### src/rtl/mem_access_unit.sv
// Load/store front end for a word-wide, byte-addressed data memory.
// Aligns and extends load data, does read-modify-write for byte/halfword
// stores, and rejects misaligned or illegal-size requests without any
// memory access. All memory-side outputs come straight from flops.
module mem_access_unit #(
  parameter int depth = 1024,
  parameter int width = 8,
  localparam int AW   = $clog2(depth),
  localparam int W    = 4 * width
) (
  input  logic          clk,
  input  logic          rst_n,
  input  logic          req_valid,
  output logic          req_ready,
  input  logic          req_we,
  input  logic [1:0]    req_size,
  input  logic          req_signed,
  input  logic [AW-1:0] req_addr,
  input  logic [W-1:0]  req_wdata,
  output logic          rsp_valid,
  output logic [W-1:0]  rsp_rdata,
  output logic          rsp_err,
  output logic [AW-1:0] Read_address,
  output logic [AW-1:0] write_address,
  output logic [W-1:0]  WD,
  output logic          WE,
  input  logic [W-1:0]  RD
);

  typedef enum logic [2:0] {IDLE, READ, WRITE, RESP, ERR} state_t;

  localparam logic [1:0] SZ_B = 2'b00;
  localparam logic [1:0] SZ_H = 2'b01;
  localparam logic [1:0] SZ_W = 2'b10;

  state_t        state_q, state_d;
  logic          we_q, we_d;
  logic [1:0]    size_q, size_d;
  logic          sgn_q, sgn_d;
  logic [AW-1:0] addr_q, addr_d;
  logic [W-1:0]  wdata_q, wdata_d;
  logic          ready_q, ready_d;
  logic          rsp_valid_q, rsp_valid_d;
  logic [W-1:0]  rsp_rdata_q, rsp_rdata_d;
  logic          rsp_err_q, rsp_err_d;
  logic          wr_en_q, wr_en_d;
  logic [W-1:0]  wd_q, wd_d;
  logic [AW-1:0] rd_addr_q, rd_addr_d;
  logic [AW-1:0] wr_addr_q, wr_addr_d;

  logic          accept;
  logic          bad_req;
  logic [1:0]    lane_q;
  logic [AW-1:0] req_word;
  logic [AW-1:0] held_word;
  logic [W-1:0]  rd_shift;
  logic [W-1:0]  wd_shift;
  logic [W-1:0]  load_data;
  logic [3:0]    be;
  logic [3:0][width-1:0] rd_lanes, wd_lanes, mrg_lanes;

  assign accept    = req_valid & ready_q;
  assign bad_req   = (req_size == 2'b11)
                   | ((req_size == SZ_H) & req_addr[0])
                   | ((req_size == SZ_W) & (|req_addr[1:0]));
  assign lane_q    = addr_q[1:0];
  assign req_word  = {req_addr[AW-1:2], 2'b00};
  assign held_word = {addr_q[AW-1:2], 2'b00};

  // Load path: bring the addressed lane(s) down to bit 0, then extend.
  assign rd_shift = RD >> (width * lane_q);

  // Load extension; word loads ignore the signed flag.
  always_comb begin
    load_data = rd_shift;
    case (size_q)
      SZ_B: load_data = {{(W-width){sgn_q & rd_shift[width-1]}}, rd_shift[width-1:0]};
      SZ_H: load_data = {{(W-2*width){sgn_q & rd_shift[2*width-1]}}, rd_shift[2*width-1:0]};
      default: load_data = rd_shift;
    endcase
  end

  // Store path: move right-justified store data up to its lane(s) and
  // overlay only the enabled lanes onto the word read from memory.
  assign wd_shift = wdata_q << (width * lane_q);
  assign rd_lanes = RD;
  assign wd_lanes = wd_shift;

  for (genvar l = 0; l < 4; l++) begin : g_lane
    // Lane enable: exact lane for bytes, matching half for halfwords.
    always_comb begin
      case (size_q)
        SZ_B:    be[l] = (lane_q == 2'(l));
        SZ_H:    be[l] = (lane_q[1] == 1'(l / 2));
        default: be[l] = 1'b1;
      endcase
    end
    assign mrg_lanes[l] = be[l] ? wd_lanes[l] : rd_lanes[l];
  end

  // Next-state and registered-output logic, one state per cycle.
  always_comb begin
    state_d     = state_q;
    we_d        = we_q;
    size_d      = size_q;
    sgn_d       = sgn_q;
    addr_d      = addr_q;
    wdata_d     = wdata_q;
    wd_d        = wd_q;
    rd_addr_d   = rd_addr_q;
    wr_addr_d   = wr_addr_q;
    ready_d     = 1'b0;
    rsp_valid_d = 1'b0;
    rsp_rdata_d = '0;
    rsp_err_d   = 1'b0;
    wr_en_d     = 1'b0;
    case (state_q)
      IDLE: begin
        ready_d = 1'b1;
        if (accept) begin
          we_d      = req_we;
          size_d    = req_size;
          sgn_d     = req_signed;
          addr_d    = req_addr;
          wdata_d   = req_wdata;
          rd_addr_d = req_word;
          ready_d   = 1'b0;
          if (bad_req) begin
            state_d     = ERR;
            rsp_valid_d = 1'b1;
            rsp_err_d   = 1'b1;
          end else if (req_we && req_size == SZ_W) begin
            state_d   = WRITE;
            wr_en_d   = 1'b1;
            wd_d      = req_wdata;
            wr_addr_d = req_word;
          end else begin
            state_d = READ;
          end
        end
      end
      READ: begin
        if (we_q) begin
          state_d   = WRITE;
          wr_en_d   = 1'b1;
          wd_d      = mrg_lanes;
          wr_addr_d = held_word;
        end else begin
          state_d     = RESP;
          rsp_valid_d = 1'b1;
          rsp_rdata_d = load_data;
        end
      end
      WRITE: begin
        state_d     = RESP;
        rsp_valid_d = 1'b1;
      end
      RESP, ERR: begin
        state_d = IDLE;
        ready_d = 1'b1;
      end
      default: begin
        state_d = IDLE;
        ready_d = 1'b1;
      end
    endcase
  end

  // State and output flops; reset kills any in-flight request at once.
  always_ff @(posedge clk or negedge rst_n) begin
    if (!rst_n) begin
      state_q     <= IDLE;
      we_q        <= 1'b0;
      size_q      <= '0;
      sgn_q       <= 1'b0;
      addr_q      <= '0;
      wdata_q     <= '0;
      ready_q     <= 1'b1;
      rsp_valid_q <= 1'b0;
      rsp_rdata_q <= '0;
      rsp_err_q   <= 1'b0;
      wr_en_q     <= 1'b0;
      wd_q        <= '0;
      rd_addr_q   <= '0;
      wr_addr_q   <= '0;
    end else begin
      state_q     <= state_d;
      we_q        <= we_d;
      size_q      <= size_d;
      sgn_q       <= sgn_d;
      addr_q      <= addr_d;
      wdata_q     <= wdata_d;
      ready_q     <= ready_d;
      rsp_valid_q <= rsp_valid_d;
      rsp_rdata_q <= rsp_rdata_d;
      rsp_err_q   <= rsp_err_d;
      wr_en_q     <= wr_en_d;
      wd_q        <= wd_d;
      rd_addr_q   <= rd_addr_d;
      wr_addr_q   <= wr_addr_d;
    end
  end

  assign req_ready     = ready_q;
  assign rsp_valid     = rsp_valid_q;
  assign rsp_rdata     = rsp_rdata_q;
  assign rsp_err       = rsp_err_q;
  assign WE            = wr_en_q;
  assign WD            = wd_q;
  assign Read_address  = rd_addr_q;
  assign write_address = wr_addr_q;

endmodule
### config.mk
export PLATFORM = sky130hd
export DESIGN_NAME = mem_access_unit
export DESIGN_NICKNAME = d
export VERILOG_FILES = /design/src/rtl/mem_access_unit.sv
export SDC_FILE = /design/constraint.sdc
export NUM_CORES = 1
export LEC_CHECK = 0
export ABC_AREA = 1
export BUFFER_PORTS_ARGS = -buffer_cell sky130_fd_sc_hd__clkbuf_2
export CAP_MARGIN = 25
export CORE_UTILIZATION = 42
export CTS_CLUSTER_SIZE = 14
export DETAILED_ROUTE_END_ITERATION = 8
export GPL_ROUTABILITY_DRIVEN = 0
export GPL_TIMING_DRIVEN = 0
export PLACE_DENSITY_LB_ADDON = 0.2
export SLEW_MARGIN = 30
export SYNTH_ARGS = -nofsm -noshare
export SYNTH_HDL_FRONTEND = slang
export SYNTH_SLANG_ARGS = --single-unit
### constraint.sdc
create_clock -name clk -period 4.05 [get_ports clk]
set_clock_uncertainty 0.15 [all_clocks]
set_input_delay 0.81 -clock clk [delete_from_list [all_inputs] [get_ports clk]]
set_output_delay 0.81 -clock clk [all_outputs]
set_load 0.005 [all_outputs]
# == Yosys cells after proc, flatten, opt, wreduce, memory -nomap -nowiden ==
# Index checks and enable logic that the tools add are counted.
# totals
word_cells,84
ff_bits,135
# classes
n_bitwise,8
n_reduce_logical,9
muxes,38
n_eq_ne,13
shift,2
# op_table
operator,count
32-bit 2-to-1 mux,6
32-bit case mux with 2 select lines,2
10-bit 2-to-1 mux,4
8-bit 2-to-1 mux,4
32-bit by 5-bit << shifter with 32-bit output,1
32-bit by 5-bit >> shifter with 32-bit output,1
10-bit case mux with 2 select lines,1
1-bit case mux with 2 select lines,6
1-bit 2-to-1 mux,10
3-bit case mux with 3 select lines,1
"2-bit equality test, second input constant",4
"2-bit != test, second input constant",4
"2-bit by 1-bit equality test with 1-bit output, second input constant",3
3-bit 2-to-1 mux,2
1-bit bitwise AND,5
5-bit AND reduction,1
2-bit zero test,2
2-bit OR reduction,2
"3-bit by 1-bit equality test with 1-bit output, second input constant",1
"3-bit by 2-bit equality test with 1-bit output, second input constant",1
3-bit zero test,1
1-bit case mux with 3 select lines,1
2-bit 2-to-1 mux,1
1-bit OR,2
other kinds (4),4

# == Longest topological paths before layout ==
# depth
ltp_word,7
mapped_depth,11
ltp_nobuf,10

# == Worst setup path before layout ==
# OpenSTA, ideal clock, no wires.
# synth_timing
kind,input to register
from,input req_size[0]
to,register wr_addr_q[3] (netlist: write_address[3])
t_required_ns,3.776
slack_ns,2.223
path_buffers,1
setup_ns,0.124
path_stages,9
t_arrival_ns,1.553
path_cell_list,nor2_1 > nand2_1 > nand2_1 > nand3_2 > nand2_2 > inv_2 > buf_2 > nand2_1 > nand2_1
# synth_via
elab_chain_cells,6
# synth_rtl
element,line_no,source
"start, declared",16,"input logic [1:0] req_size,"
2-bit by 1-bit equality test with 1-bit output,64,| ((req_size == SZ_H) & req_addr[0])
1-bit bitwise AND,64,
1-bit OR,64,
1-bit OR,65,| ((req_size == SZ_W) & (|req_addr[1:0]));
2-bit != test (no line),n/a,
5-bit AND reduction (no line) (*),n/a,
"end signal, assigned",200,wr_addr_q <= wr_addr_d;
"end, declared",49,"logic [AW-1:0] wr_addr_q, wr_addr_d;"
# Every way passes the cells marked *; elsewhere a longest branch is shown, timed or not.
# A chain may end at the register's enable or synchronous reset.

==> key figures <==
Critical path
  • Critical path arrival: about 1100 ps
  • CP Capture Type: output pin
  • Crit start category: flip-flop
  • FF-to-FF End: WD[16]
  • Reg2reg setup slack: 2080 ps
  • Worst Setup SP: addr_q[4]
  • Worst path required time: between 3000 and 4000 ps
  • RR Startpoint: state_q[2]
  • Cell chain of the critical path: buf_4 > clkbuf_2
  • Slowest cell on crit path: dfrtp_1
  • Crit-path max FO: 3
  • CP max stage delay: 390 ps
  • Crit Path Class: reg -> out
  • Worst R2R Path Depth: 6

Logic synthesis
  • Synth Cell Area: ~6800 µm²
  • Post-synth EDFFs: 0
  • Flops & latches, synth: 125
  • Synth Instances: ~940
  • Synth Warn #: 0
  • Share of the yosys chip area belonging to registers: a little under half
  • Post-synthesis async set-or-reset flop share: 100.0%
  • Synthesized area per cell: approximately 7.3 µm²
  • Synth Flop Type: dfrtp_1
  • Post-synth cell types: 32

Clocking
  • CTS H-tree lvls: 4
  • Postcts setup bufs: 0
  • CTS buffer count: 17
  • Maximum clock path buffer count: 2
  • Cts hold-fix bufs: 0
  • Clock slew at reported path FFs: roughly 60 ps
  • CTS tree: built
  • Root buf cell: clkbuf_16
  • # resized after CTS: 0
  • Clock sink count: about 130
  • Worst-Skew Late Latency: approximately 420 ps

Floorplanning
  • Die area: around 17,000 µm²
  • Die Wd: approximately 130 µm
  • Initial Util: a little over two fifths
  • # rows: 46
  • Core ar.: about 16,000 µm²
  • Die Y: 129.1 µm
  • IO Count: roughly 170

Global route
  • Antenna violations before repair: 0
  • Gr ovfl total: 0
  • First-pass GRT wire length: 33,240 µm
  • Number of global-route vias before repair: roughly 6,300
  • Gr usage total: about a quarter
  • Largest net degree at the start of global routing: 65

Timing
  • Slew headroom: about 63%
  • Final Max Slew Viols: 0
  • Tmin final: between 2000 and 2500 ps
  • Max frequency: 496.2 MHz
  • Unrepaired setup endpoints after global routing: no
  • Final period util: 49.76%
  • Final hold vios: 0
  • Setup TNS: 0 ps
  • Worst slew pin tran: 561.0 ps
  • # setup viols final: 0

Route
  • Detailed-route via count: ~6,700
  • Wire per inst: between 15 and 20 µm
  • Vias per cell: 4.988
  • Initial DRC count: 565
  • ANT nets after route: 0
  • 1st-pass router iterations: 7
  • Post-Route WL: between 20,000 and 25,000 µm
  • Post-route DRC: 0

Pwr
  • NetSw: between 0.002 and 0.003 W
  • Sw Ratio: between 40% and 50%
  • Comb pwr share: between 40% and 50%
  • P per Cell Area: 796.3 nW/µm²
  • Sequential Power Share: 30.0%
  • Static leakage: between 4 and 5 nW
  • Worst VDD drop: 384.5 µV
  • Clk pwr share: 24.4%
  • Int Power: between 0.003 and 0.004 W

Final layout
  • ANT cells: 0
  • Fraction of layout cells with a size suffix above 1: roughly a quarter
  • Area Overhead vs Synth: 26.21%
  • Final #Nets: roughly 1,200
  • Post-Layout Inst Area: roughly 8600 µm²

Worst hold path
  • Min-Delay Path Class: in -> async

Place
  • I/O Buffers: 164
  • HPWL after DPL: approximately 16,000 µm
  • Placed Area: roughly 7900 µm²

Run status
  • Status: finished clean

Run
  • Max_cap viols: 0
## cell families after synthesis
family          synth area share (%)
flops                          46.10
compound gates                 9.456
other cells                  0.05525
simple gates                   34.06
buf+inv                        10.32
## layer usage
metal | track usage [%] | part of all wire [%]
met2 | 42.60 | 45
met4 | 9.758 | 2.4
met5 | 0 | 0
met1 | 35.84 | 45
met3 | 5.161 | 7.6
## Yosys cell counts (2+ instances only)
| cell type | number | area (µm²) |
|---|---|---|
| o2111ai_1 | 7 | 61.31 |
| buf_2 | 25 | 125.1 |
| o31ai_1 | 8 | 60.06 |
| nand2_4 | 2 | 22.52 |
| clkbuf_1 | 9 | 33.78 |
| nor2_2 | 11 | 68.82 |
| nor3_1 | 2 | 10.01 |
| buf_4 | 17 | 127.6 |
| nand3_1 | 68 | 340.3 |
| o21ai_0 | 47 | 235.2 |
| nand3_2 | 2 | 20.02 |
| buf_6 | 12 | 135.1 |
| nand2_1 | 412 | 1546 |
| nand2_2 | 4 | 25.02 |
| a21oi_2 | 2 | 17.52 |
| a22oi_1 | 7 | 52.55 |
| a21oi_1 | 26 | 130.1 |
| nor2_1 | 56 | 210.2 |
| inv_2 | 7 | 26.28 |
| dfrtp_1 | 124 | 3103 |
| or2_2 | 4 | 25.02 |
| nor2_4 | 3 | 33.78 |
| inv_1 | 64 | 240.2 |
| o21ai_1 | 2 | 10.01 |
| o211ai_1 | 8 | 60.06 |
## area by class of cell
cell class / instances / area [µm²]
fill: 1590 / 7261
sequential: 125 / 3129
multi-input combinational: 678 / 2969
timing repair buffer: 165 / 857.1
clock buffer: 21 / 480.5
buffer: 64 / 425.4
inverter: 72 / 275.3
tap: 216 / 270.3
clock inverter: 10 / 160.2
## flip-flops by register name, indices dropped and copies added (netlist names)
name,flops
WD,32
rsp_rdata,32
wdata_q,32
addr_q,10
write_address,8
state_q,3
size_q,2
WE,1
req_ready,1
rsp_err,1
rsp_valid,1
sgn_q,1
we_q,1
## worst max-delay path by stage
stage	endpoint	slack, ps	depth (start not counted)
2_1_floorplan	write_address[3]	2220	9
3_3_place_gp	write_address[6]	20	1
3_5_place_dp	WD[14]	1780	9
4_1_cts	Read_address[4]	2020	2
5_1_grt	WD[19]	1950	7
6_report	Read_address[4]	2030	2
## power groups by stage
stage | Clock (W) | Combinational, W | Sequential, W
6_report | 0.00166 | 0.00311 | 0.00205
5_1_grt | 0.00173 | 0.00347 | 0.00210
4_1_cts | 0.00168 | 0.00309 | 0.00204
3_5_place_dp | 0 | 0.00306 | 0.00206
3_3_place_gp | 0 | 0.00303 | 0.00205
2_1_floorplan | 0 | 0.00207 | 0.00201
## placed cells by master, fill, tap and decap left out, types with 3 or more instances in the layout
cell type / Yosys / routed
nand2_1: 412 / 412
clkbuf_2: 0 / 163
dfrtp_1: 124 / 124
nand3_1: 68 / 68
inv_1: 64 / 64
nor2_1: 56 / 56
o21ai_0: 47 / 47
a21oi_1: 26 / 26
buf_2: 25 / 25
buf_4: 17 / 17
clkbuf_16: 0 / 17
buf_6: 12 / 12
nor2_2: 11 / 11
clkbuf_1: 9 / 9
o31ai_1: 8 / 8
o211ai_1: 8 / 8
inv_2: 7 / 7
o2111ai_1: 7 / 7
a22oi_1: 7 / 7
clkbuf_8: 0 / 5
nand2_2: 4 / 4
or2_2: 4 / 4
conb_1: 1 / 4
bufinv_16: 0 / 4
nor2_4: 3 / 3
clkinv_2: 0 / 3
## through the flow
stage                     util (%)  hold WS (ps)  instances  setup slack [ps]  total power, W
after floorplan                  -         292.2        939              2223        0.004076
final                        54.13         224.9       1351              2035        0.006822
after global placement       49.85         306.6       1319             20.49        0.005078
after detailed placement     50.08         310.0       1320              1777        0.005119
after CTS                    54.13         243.4       1351              2020        0.006814
after global routing         54.13         269.4       1351              1946        0.007299
## worst max-delay path: cells and delay by family, from the launching register on
kind                   cells  cell delay [ps]
DFF                        1              390
buffers and inverters      2              240
No activity file was read; power rests on OpenSTA's default activity.
